<file path="src/rtl/region_redraw_engine_if.sv">
// Bundle of request, background-ROM, VGA-plot and sprite-handoff signals for region_redraw_engine.
// The engine connects through the slave modport; the controller/ROM/VGA side uses master.
interface region_redraw_engine_if #(
   parameter int X_W     = 9,
   parameter int Y_W     = 8,
   parameter int COLOR_W = 3
);
   logic               start;
   logic               full_screen;
   logic [X_W-1:0]     rect_x0;
   logic [Y_W-1:0]     rect_y0;
   logic [X_W-1:0]     rect_w;
   logic [Y_W-1:0]     rect_h;
   logic [X_W-1:0]     rom_x;
   logic [Y_W-1:0]     rom_y;
   logic [COLOR_W-1:0] rom_color;
   logic [X_W-1:0]     vga_x;
   logic [Y_W-1:0]     vga_y;
   logic [COLOR_W-1:0] vga_color;
   logic               vga_plot;
   logic               sprite_go;
   logic               sprite_done;
   logic               busy;
   logic               done_redraw;

   modport master (
      output start, full_screen, rect_x0, rect_y0, rect_w, rect_h, rom_color, sprite_done,
      input  rom_x, rom_y, vga_x, vga_y, vga_color, vga_plot, sprite_go, busy, done_redraw
   );

   modport slave (
      input  start, full_screen, rect_x0, rect_y0, rect_w, rect_h, rom_color, sprite_done,
      output rom_x, rom_y, vga_x, vga_y, vga_color, vga_plot, sprite_go, busy, done_redraw
   );
endinterface

</file>
<file path="src/rtl/region_redraw_engine.sv">
// Redraws a clipped rectangle (or the whole screen) from the background ROM at one pixel per
// clock, then hands off to the sprite drawer and pulses completion.
//
// state  | meaning
// IDLE   | waiting for start; latches and clips the region
// SCAN   | issuing one ROM address per cycle, raster order, x fastest
// DRAIN  | waiting ROM_LAT cycles for in-flight pixels to be plotted
// SPRITE | sprite_go high until sprite_done
// DONE   | one-cycle done_redraw pulse
module region_redraw_engine #(
   parameter int SCREEN_W = 320,
   parameter int SCREEN_H = 240,
   parameter int X_W      = 9,
   parameter int Y_W      = 8,
   parameter int COLOR_W  = 3,
   parameter int ROM_LAT  = 1
) (
   input logic                   i_clock,
   input logic                   i_resetn,
   region_redraw_engine_if.slave bus
);
   typedef enum logic [2:0] {S_IDLE, S_SCAN, S_DRAIN, S_SPRITE, S_DONE} state_t;

   localparam logic [X_W:0]   LP_SW    = (X_W+1)'(SCREEN_W);
   localparam logic [Y_W:0]   LP_SH    = (Y_W+1)'(SCREEN_H);
   localparam logic [X_W-1:0] LP_XMAX  = X_W'(SCREEN_W - 1);
   localparam logic [Y_W-1:0] LP_YMAX  = Y_W'(SCREEN_H - 1);
   localparam logic [1:0]     LP_DRAIN = 2'(ROM_LAT - 1);

   state_t r_state, w_next;

   logic [X_W-1:0] r_x, r_x0, r_xe;
   logic [Y_W-1:0] r_y, r_ye;
   logic [1:0]     r_drain;

   logic           r_pv [ROM_LAT];
   logic [X_W-1:0] r_px [ROM_LAT];
   logic [Y_W-1:0] r_py [ROM_LAT];

   logic [X_W:0]   w_sum_x;
   logic [Y_W:0]   w_sum_y;
   logic [X_W-1:0] w_x0, w_xe;
   logic [Y_W-1:0] w_y0, w_ye;
   logic           w_empty, w_row_end, w_last;

   // Sums are one bit wider than the coordinates so x0+w cannot wrap before clipping.
   always_comb begin
      w_sum_x = {1'b0, bus.rect_x0} + {1'b0, bus.rect_w};
      w_sum_y = {1'b0, bus.rect_y0} + {1'b0, bus.rect_h};
      w_x0    = '0;
      w_y0    = '0;
      w_xe    = LP_XMAX;
      w_ye    = LP_YMAX;
      w_empty = 1'b0;
      if (!bus.full_screen) begin
         w_x0    = bus.rect_x0;
         w_y0    = bus.rect_y0;
         w_xe    = (w_sum_x > LP_SW) ? LP_XMAX : X_W'(w_sum_x - (X_W+1)'(1));
         w_ye    = (w_sum_y > LP_SH) ? LP_YMAX : Y_W'(w_sum_y - (Y_W+1)'(1));
         w_empty = (bus.rect_w == '0) || (bus.rect_h == '0) ||
                   ({1'b0, bus.rect_x0} >= LP_SW) || ({1'b0, bus.rect_y0} >= LP_SH);
      end
   end

   assign w_row_end = (r_x == r_xe);
   assign w_last    = w_row_end && (r_y == r_ye);

   always_ff @(posedge i_clock or negedge i_resetn) begin
      if (!i_resetn) r_state <= S_IDLE;
      else           r_state <= w_next;
   end

   always_comb begin
      w_next = r_state;
      case (r_state)
         S_IDLE:   if (bus.start) w_next = w_empty ? S_SPRITE : S_SCAN;
         S_SCAN:   if (w_last) w_next = S_DRAIN;
         S_DRAIN:  if (r_drain == 2'd0) w_next = S_SPRITE;
         S_SPRITE: if (bus.sprite_done) w_next = S_DONE;
         S_DONE:   w_next = S_IDLE;
         default:  w_next = S_IDLE;
      endcase
   end

   always_ff @(posedge i_clock or negedge i_resetn) begin
      if (!i_resetn) begin
         r_x     <= '0;
         r_y     <= '0;
         r_x0    <= '0;
         r_xe    <= '0;
         r_ye    <= '0;
         r_drain <= '0;
      end else begin
         case (r_state)
            S_IDLE: begin
               if (bus.start) begin
                  r_x  <= w_x0;
                  r_y  <= w_y0;
                  r_x0 <= w_x0;
                  r_xe <= w_xe;
                  r_ye <= w_ye;
               end
            end
            S_SCAN: begin
               if (w_row_end) begin
                  r_x <= r_x0;
                  if (!w_last) r_y <= r_y + Y_W'(1);
               end else begin
                  r_x <= r_x + X_W'(1);
               end
               if (w_last) r_drain <= LP_DRAIN;
            end
            S_DRAIN: r_drain <= r_drain - 2'd1;
            default: ;
         endcase
      end
   end

   // Address and valid travel together so each plot lines up with its ROM data.
   always_ff @(posedge i_clock or negedge i_resetn) begin
      if (!i_resetn) begin
         for (int i = 0; i < ROM_LAT; i++) begin
            r_pv[i] <= 1'b0;
            r_px[i] <= '0;
            r_py[i] <= '0;
         end
      end else begin
         r_pv[0] <= (r_state == S_SCAN);
         r_px[0] <= r_x;
         r_py[0] <= r_y;
         for (int i = 1; i < ROM_LAT; i++) begin
            r_pv[i] <= r_pv[i-1];
            r_px[i] <= r_px[i-1];
            r_py[i] <= r_py[i-1];
         end
      end
   end

   assign bus.rom_x       = r_x;
   assign bus.rom_y       = r_y;
   assign bus.vga_plot    = r_pv[ROM_LAT-1];
   assign bus.vga_x       = r_px[ROM_LAT-1];
   assign bus.vga_y       = r_py[ROM_LAT-1];
   // ROM data becomes valid in the same cycle as the delayed strobe, so it is forwarded directly.
   assign bus.vga_color   = r_pv[ROM_LAT-1] ? bus.rom_color : '0;
   assign bus.sprite_go   = (r_state == S_SPRITE);
   assign bus.busy        = (r_state != S_IDLE);
   assign bus.done_redraw = (r_state == S_DONE);
endmodule

</file>
<file path="src/flat_wrapper.sv">
// flat-port wrapper written by rule: the top's interface ports become plain ports
module region_redraw_engine_flat 
#(
   parameter int SCREEN_W = 320,
   parameter int SCREEN_H = 240,
   parameter int X_W      = 9,
   parameter int Y_W      = 8,
   parameter int COLOR_W  = 3,
   parameter int ROM_LAT  = 1
)
  (i_clock, i_resetn, bus_start, bus_full_screen, bus_rect_x0, bus_rect_y0, bus_rect_w, bus_rect_h, bus_rom_color, bus_sprite_done, bus_rom_x, bus_rom_y, bus_vga_x, bus_vga_y, bus_vga_color, bus_vga_plot, bus_sprite_go, bus_busy, bus_done_redraw);
  region_redraw_engine_if #(.X_W(X_W), .Y_W(Y_W), .COLOR_W(COLOR_W)) bus_i ();
  input logic i_clock;
  input logic i_resetn;
  input wire logic [$bits(bus_i.start)-1:0] bus_start;
  input wire logic [$bits(bus_i.full_screen)-1:0] bus_full_screen;
  input wire logic [$bits(bus_i.rect_x0)-1:0] bus_rect_x0;
  input wire logic [$bits(bus_i.rect_y0)-1:0] bus_rect_y0;
  input wire logic [$bits(bus_i.rect_w)-1:0] bus_rect_w;
  input wire logic [$bits(bus_i.rect_h)-1:0] bus_rect_h;
  input wire logic [$bits(bus_i.rom_color)-1:0] bus_rom_color;
  input wire logic [$bits(bus_i.sprite_done)-1:0] bus_sprite_done;
  output wire logic [$bits(bus_i.rom_x)-1:0] bus_rom_x;
  output wire logic [$bits(bus_i.rom_y)-1:0] bus_rom_y;
  output wire logic [$bits(bus_i.vga_x)-1:0] bus_vga_x;
  output wire logic [$bits(bus_i.vga_y)-1:0] bus_vga_y;
  output wire logic [$bits(bus_i.vga_color)-1:0] bus_vga_color;
  output wire logic [$bits(bus_i.vga_plot)-1:0] bus_vga_plot;
  output wire logic [$bits(bus_i.sprite_go)-1:0] bus_sprite_go;
  output wire logic [$bits(bus_i.busy)-1:0] bus_busy;
  output wire logic [$bits(bus_i.done_redraw)-1:0] bus_done_redraw;
  assign bus_i.start = bus_start;
  assign bus_i.full_screen = bus_full_screen;
  assign bus_i.rect_x0 = bus_rect_x0;
  assign bus_i.rect_y0 = bus_rect_y0;
  assign bus_i.rect_w = bus_rect_w;
  assign bus_i.rect_h = bus_rect_h;
  assign bus_i.rom_color = bus_rom_color;
  assign bus_i.sprite_done = bus_sprite_done;
  assign bus_rom_x = bus_i.rom_x;
  assign bus_rom_y = bus_i.rom_y;
  assign bus_vga_x = bus_i.vga_x;
  assign bus_vga_y = bus_i.vga_y;
  assign bus_vga_color = bus_i.vga_color;
  assign bus_vga_plot = bus_i.vga_plot;
  assign bus_sprite_go = bus_i.sprite_go;
  assign bus_busy = bus_i.busy;
  assign bus_done_redraw = bus_i.done_redraw;
  region_redraw_engine #(.SCREEN_W(SCREEN_W), .SCREEN_H(SCREEN_H), .X_W(X_W), .Y_W(Y_W), .COLOR_W(COLOR_W), .ROM_LAT(ROM_LAT)) u_core (.i_clock(i_clock), .i_resetn(i_resetn), .bus(bus_i));
endmodule
</file>
<file path="config.mk">
export PLATFORM = sky130hd
export DESIGN_NAME = region_redraw_engine_flat
export DESIGN_NICKNAME = d
export VERILOG_FILES = /design/src/rtl/region_redraw_engine_if.sv /design/src/rtl/region_redraw_engine.sv /design/src/flat_wrapper.sv
export SDC_FILE = /design/constraint.sdc
export NUM_CORES = 1
export LEC_CHECK = 0
export BUFFER_PORTS_ARGS = -buffer_cell sky130_fd_sc_hd__buf_4
export CAP_MARGIN = 20
export CORE_MARGIN = 5
export CORE_UTILIZATION = 51
export DETAILED_ROUTE_END_ITERATION = 7
export HOLD_SLACK_MARGIN = 0.05
export PLACE_DENSITY = 0.75
export SLEW_MARGIN = 20
export SYNTH_ARGS = -nofsm -noshare
export SYNTH_HDL_FRONTEND = slang
export SYNTH_SLANG_ARGS = --single-unit
export TNS_END_PERCENT = 10
</file>
<file path="constraint.sdc">
create_clock -name i_clock -period 2.7 [get_ports i_clock]
set_input_delay 0.54 -clock i_clock [delete_from_list [all_inputs] [get_ports i_clock]]
set_output_delay 0.54 -clock i_clock [all_outputs]
set_load 0.01 [all_outputs]
</file>
==> metrics <==
Final setup viols=0; worst path buffer plus inverter count=2; run status=finished, final reports clean; grt ovf=0; initial core utilization=between 50% and 60%; worst slew pin tran=approximately 800 ps; critical path launch point type=primary input; Seq/Total Area, Yosys=39.9%; combinational share of power=between 40% and 50%; Via density=5.70; r2r setup slk=570 ps; Post-Syn Instances=433; Max-cap violations=0; Internal=around 3.0 mW; share of the synthesized area in the top cell type=39.9%; hold_ws=297 ps; Avg Inst Size Synth=9.57 um^2; Seq pwr share=around two fifths; post-cts resize count=0; Detail Route Antenna Nets=0; critical path class=primary input to flop; Critical Path Sink Type=flop; CP max stage cell=fa_1; clock network power share=16.8%; top cells by area, synth=dfrtp_1 40%, ha_1 6.6%, a21oi_1 5.7%; final core occ=65.7%; via count=3595; CP top delay family=simple AND/OR/NAND/NOR gates; clk_lat worst skew=330 ps; flops & latches, synth=66; synthesized area=0.00414 mm^2; number of I/O pins=83; total chip power=4.88 mW; fin worst setup slack=227 ps; Final Routed Wirelength=10100 um; Final Non-Filler Cells=631; Switch Pwr=1.89 mW; Worst path max stage delay=around 400 ps; cell area after layout=0.00513 mm^2; vias in the first global route=3519; Initial DRC Count=180; unique cell type count in the Yosys netlist=64; leak pwr=about 2.3 nW; Fin. Hold Viols=0; Die Y-Extent=100 um; layout cells sized above 1=24.8%; Detailed Place HPWL=7750 um; critical path arrival=around 2700 ps; hold buffer count at CTS=0; Clock Pin Slew Worst Setup and Hold Paths=around 60 ps; CTS H-tree depth=3; type of the worst min-delay path=primary input to asynchronous set/reset pin; Peak supply drop=roughly 350 uV; Placement Cell Area=0.00492 mm^2; cell row count=32; Final Cycle Share=91.6%; worst path cell trace=buf_4, ha_1, inv_1, fa_1, and2b_1, o22ai_1, xnor2_1, o21ai_1, nor4_2, nor4_4, a22o_1; CTS tree=done; fin nets=a little under 600; post-synthesis async set-or-reset flop share=100%; Power Density=between 900 and 1000 mW/mm^2; Post-synth EDFFs=0; Synth-to-Final Area Change=23.7%; global-route wire length before repair=17000 um; R2R Path Start=u_core.r_state[0]; DRC=0; max_slew headroom=46.9%; synth warn=0; largest net degree at the start of global routing=67; pre-CTS worst setup slack=-140 ps; die width=100 um; placed cells=615; most frequent cells in the layout=98 x buf_4, 66 x dfrtp_1, 46 x a21oi_1; Reg2Reg Depth=6; Core Area=0.00781 mm^2; most common cell after layout, fill and taps aside=buf_4; Post-CTS Setup Bufs=0; largest area contributor in the netlist=dfrtp_1; Final Max Tran Viols=0; clk root buf=clkbuf_8; Achievable Freq=0.404 GHz; Crit path required time=2920 ps; initial antenna violation count=0; clk_skew=between 6 and 7 ps; Pre-antenna DRT Iters=4; clock sinks=66; ys flop type=dfrtp_1; number of diodes=0; sw frac=a little under 40%; post-synth net total=499; GPL Wtd Cong=0.857; worst-case clock buffer depth=2; RSZ-0062 raised after global routing=no; buffers added on ports=82; Overall Global Routing Usage=20.7%; CP max FO=6; reg-to-reg endpoint=u_core.bus.rom_x[5]; die area=between 0.01 and 0.015 mm^2; Avg WL per Cell=16.1 um; setup TNS=0 ps; min Tclk post-route=around 2500 ps; CTS buffer count=9
## flip-flops by register name, summed over array words and instances, names as in the netlist
name,count
u_core.bus.rom_x,9
u_core.bus.rom_y,8
u_core.r_ye,8
u_core.r_x0,9
u_core.bus.vga_y,8
u_core.r_state,3
u_core.r_drain,2
u_core.bus.vga_plot,1
u_core.bus.vga_x,9
u_core.r_xe,9
## cells by family after synthesis
| group | after synthesis | synth area share [%] |
|---|---|---|
| AND/OR/NAND/NOR | 133 | 17.3 |
| multiplexers | 7 | 1.78 |
| flip-flops | 66 | 39.9 |
| XOR/XNOR | 47 | 10.3 |
| adder cells (fa/ha/maj) | 24 | 7.61 |
| buffers and inverters | 33 | 3.32 |
| AO/OA/AOI/OAI | 123 | 19.8 |
## synth_stat cells, types with 2 or more instances
library cell and n:
dfrtp_1 66, a21oi_1 47, nor2_1 35, nand2_1 31, xor2_1 23, ha_1 22
xnor2_1 22, o21ai_0 16, inv_1 14, nand3_1 13, clkbuf_1 12, a22o_1 9
nor3_1 9, and3_1 7, nor4_1 7, a211oi_1 6, a221oi_1 6, a31oi_1 5
and2_1 5, buf_2 5, a21o_1 4, mux2i_1 4, nand3b_1 4, nand4_1 4
o21ai_1 4, mux2_2 3, nor3b_1 3, nor4_4 3, o211ai_1 3, o21a_1 3
o21bai_1 3, fa_1 2, nor2b_1 2
## cell type report
class,count,area [um^2]
Clock buffer,14,163
Clock inverter,2,35.0
Fill cell,664,2680
Inverter,15,56.3
Multi-Input combinational cell,334,2360
Sequential cell,66,1650
Tap cell,102,128
Timing Repair Buffer,98,736
## worst max path at each step
stage	start	endpoint	slack (ps)	depth (start not counted)
2_1_floorplan	bus_rect_w[0]	u_core.r_xe[7]	130	9
3_3_place_gp	bus_rect_w[0]	u_core.r_xe[5]	-50	10
3_5_place_dp	bus_rect_w[0]	u_core.r_xe[8]	-140	10
4_1_cts	bus_rect_w[0]	u_core.r_xe[8]	190	10
5_1_grt	bus_rect_h[0]	u_core.r_ye[4]	50	11
6_report	bus_rect_h[0]	u_core.r_ye[4]	230	11
## worst reg2reg max path, stage by stage, from the launching register on
cell	delay (ps)
dfrtp_1	540
or3b_1	550
clkinv_1	270
buf_4	260
nor2_1	80
a22oi_1	170
o21ai_0	120
## power by group through the flow
stage	sequential [mW]	combinational, mW	clock [mW]
after floorplan	1.88	1.30	0
after global placement	1.89	2.11	0
after detailed placement	1.91	2.18	0
after CTS	1.89	2.19	0.834
after global routing	1.97	2.39	0.872
final	1.89	2.17	0.821
## layer usage
layer	part of all wire (%)	track usage [%]	up-vias	wire length (um)
met3	4.0	2.02	10	403
met5	0	0	-	0
met1	47	29.8	1758	4730
met2	48	33.0	81	4880
met4	1.4	6.63	0	139
li1	-	-	1746	-
(Power assumes the default switching activity.)
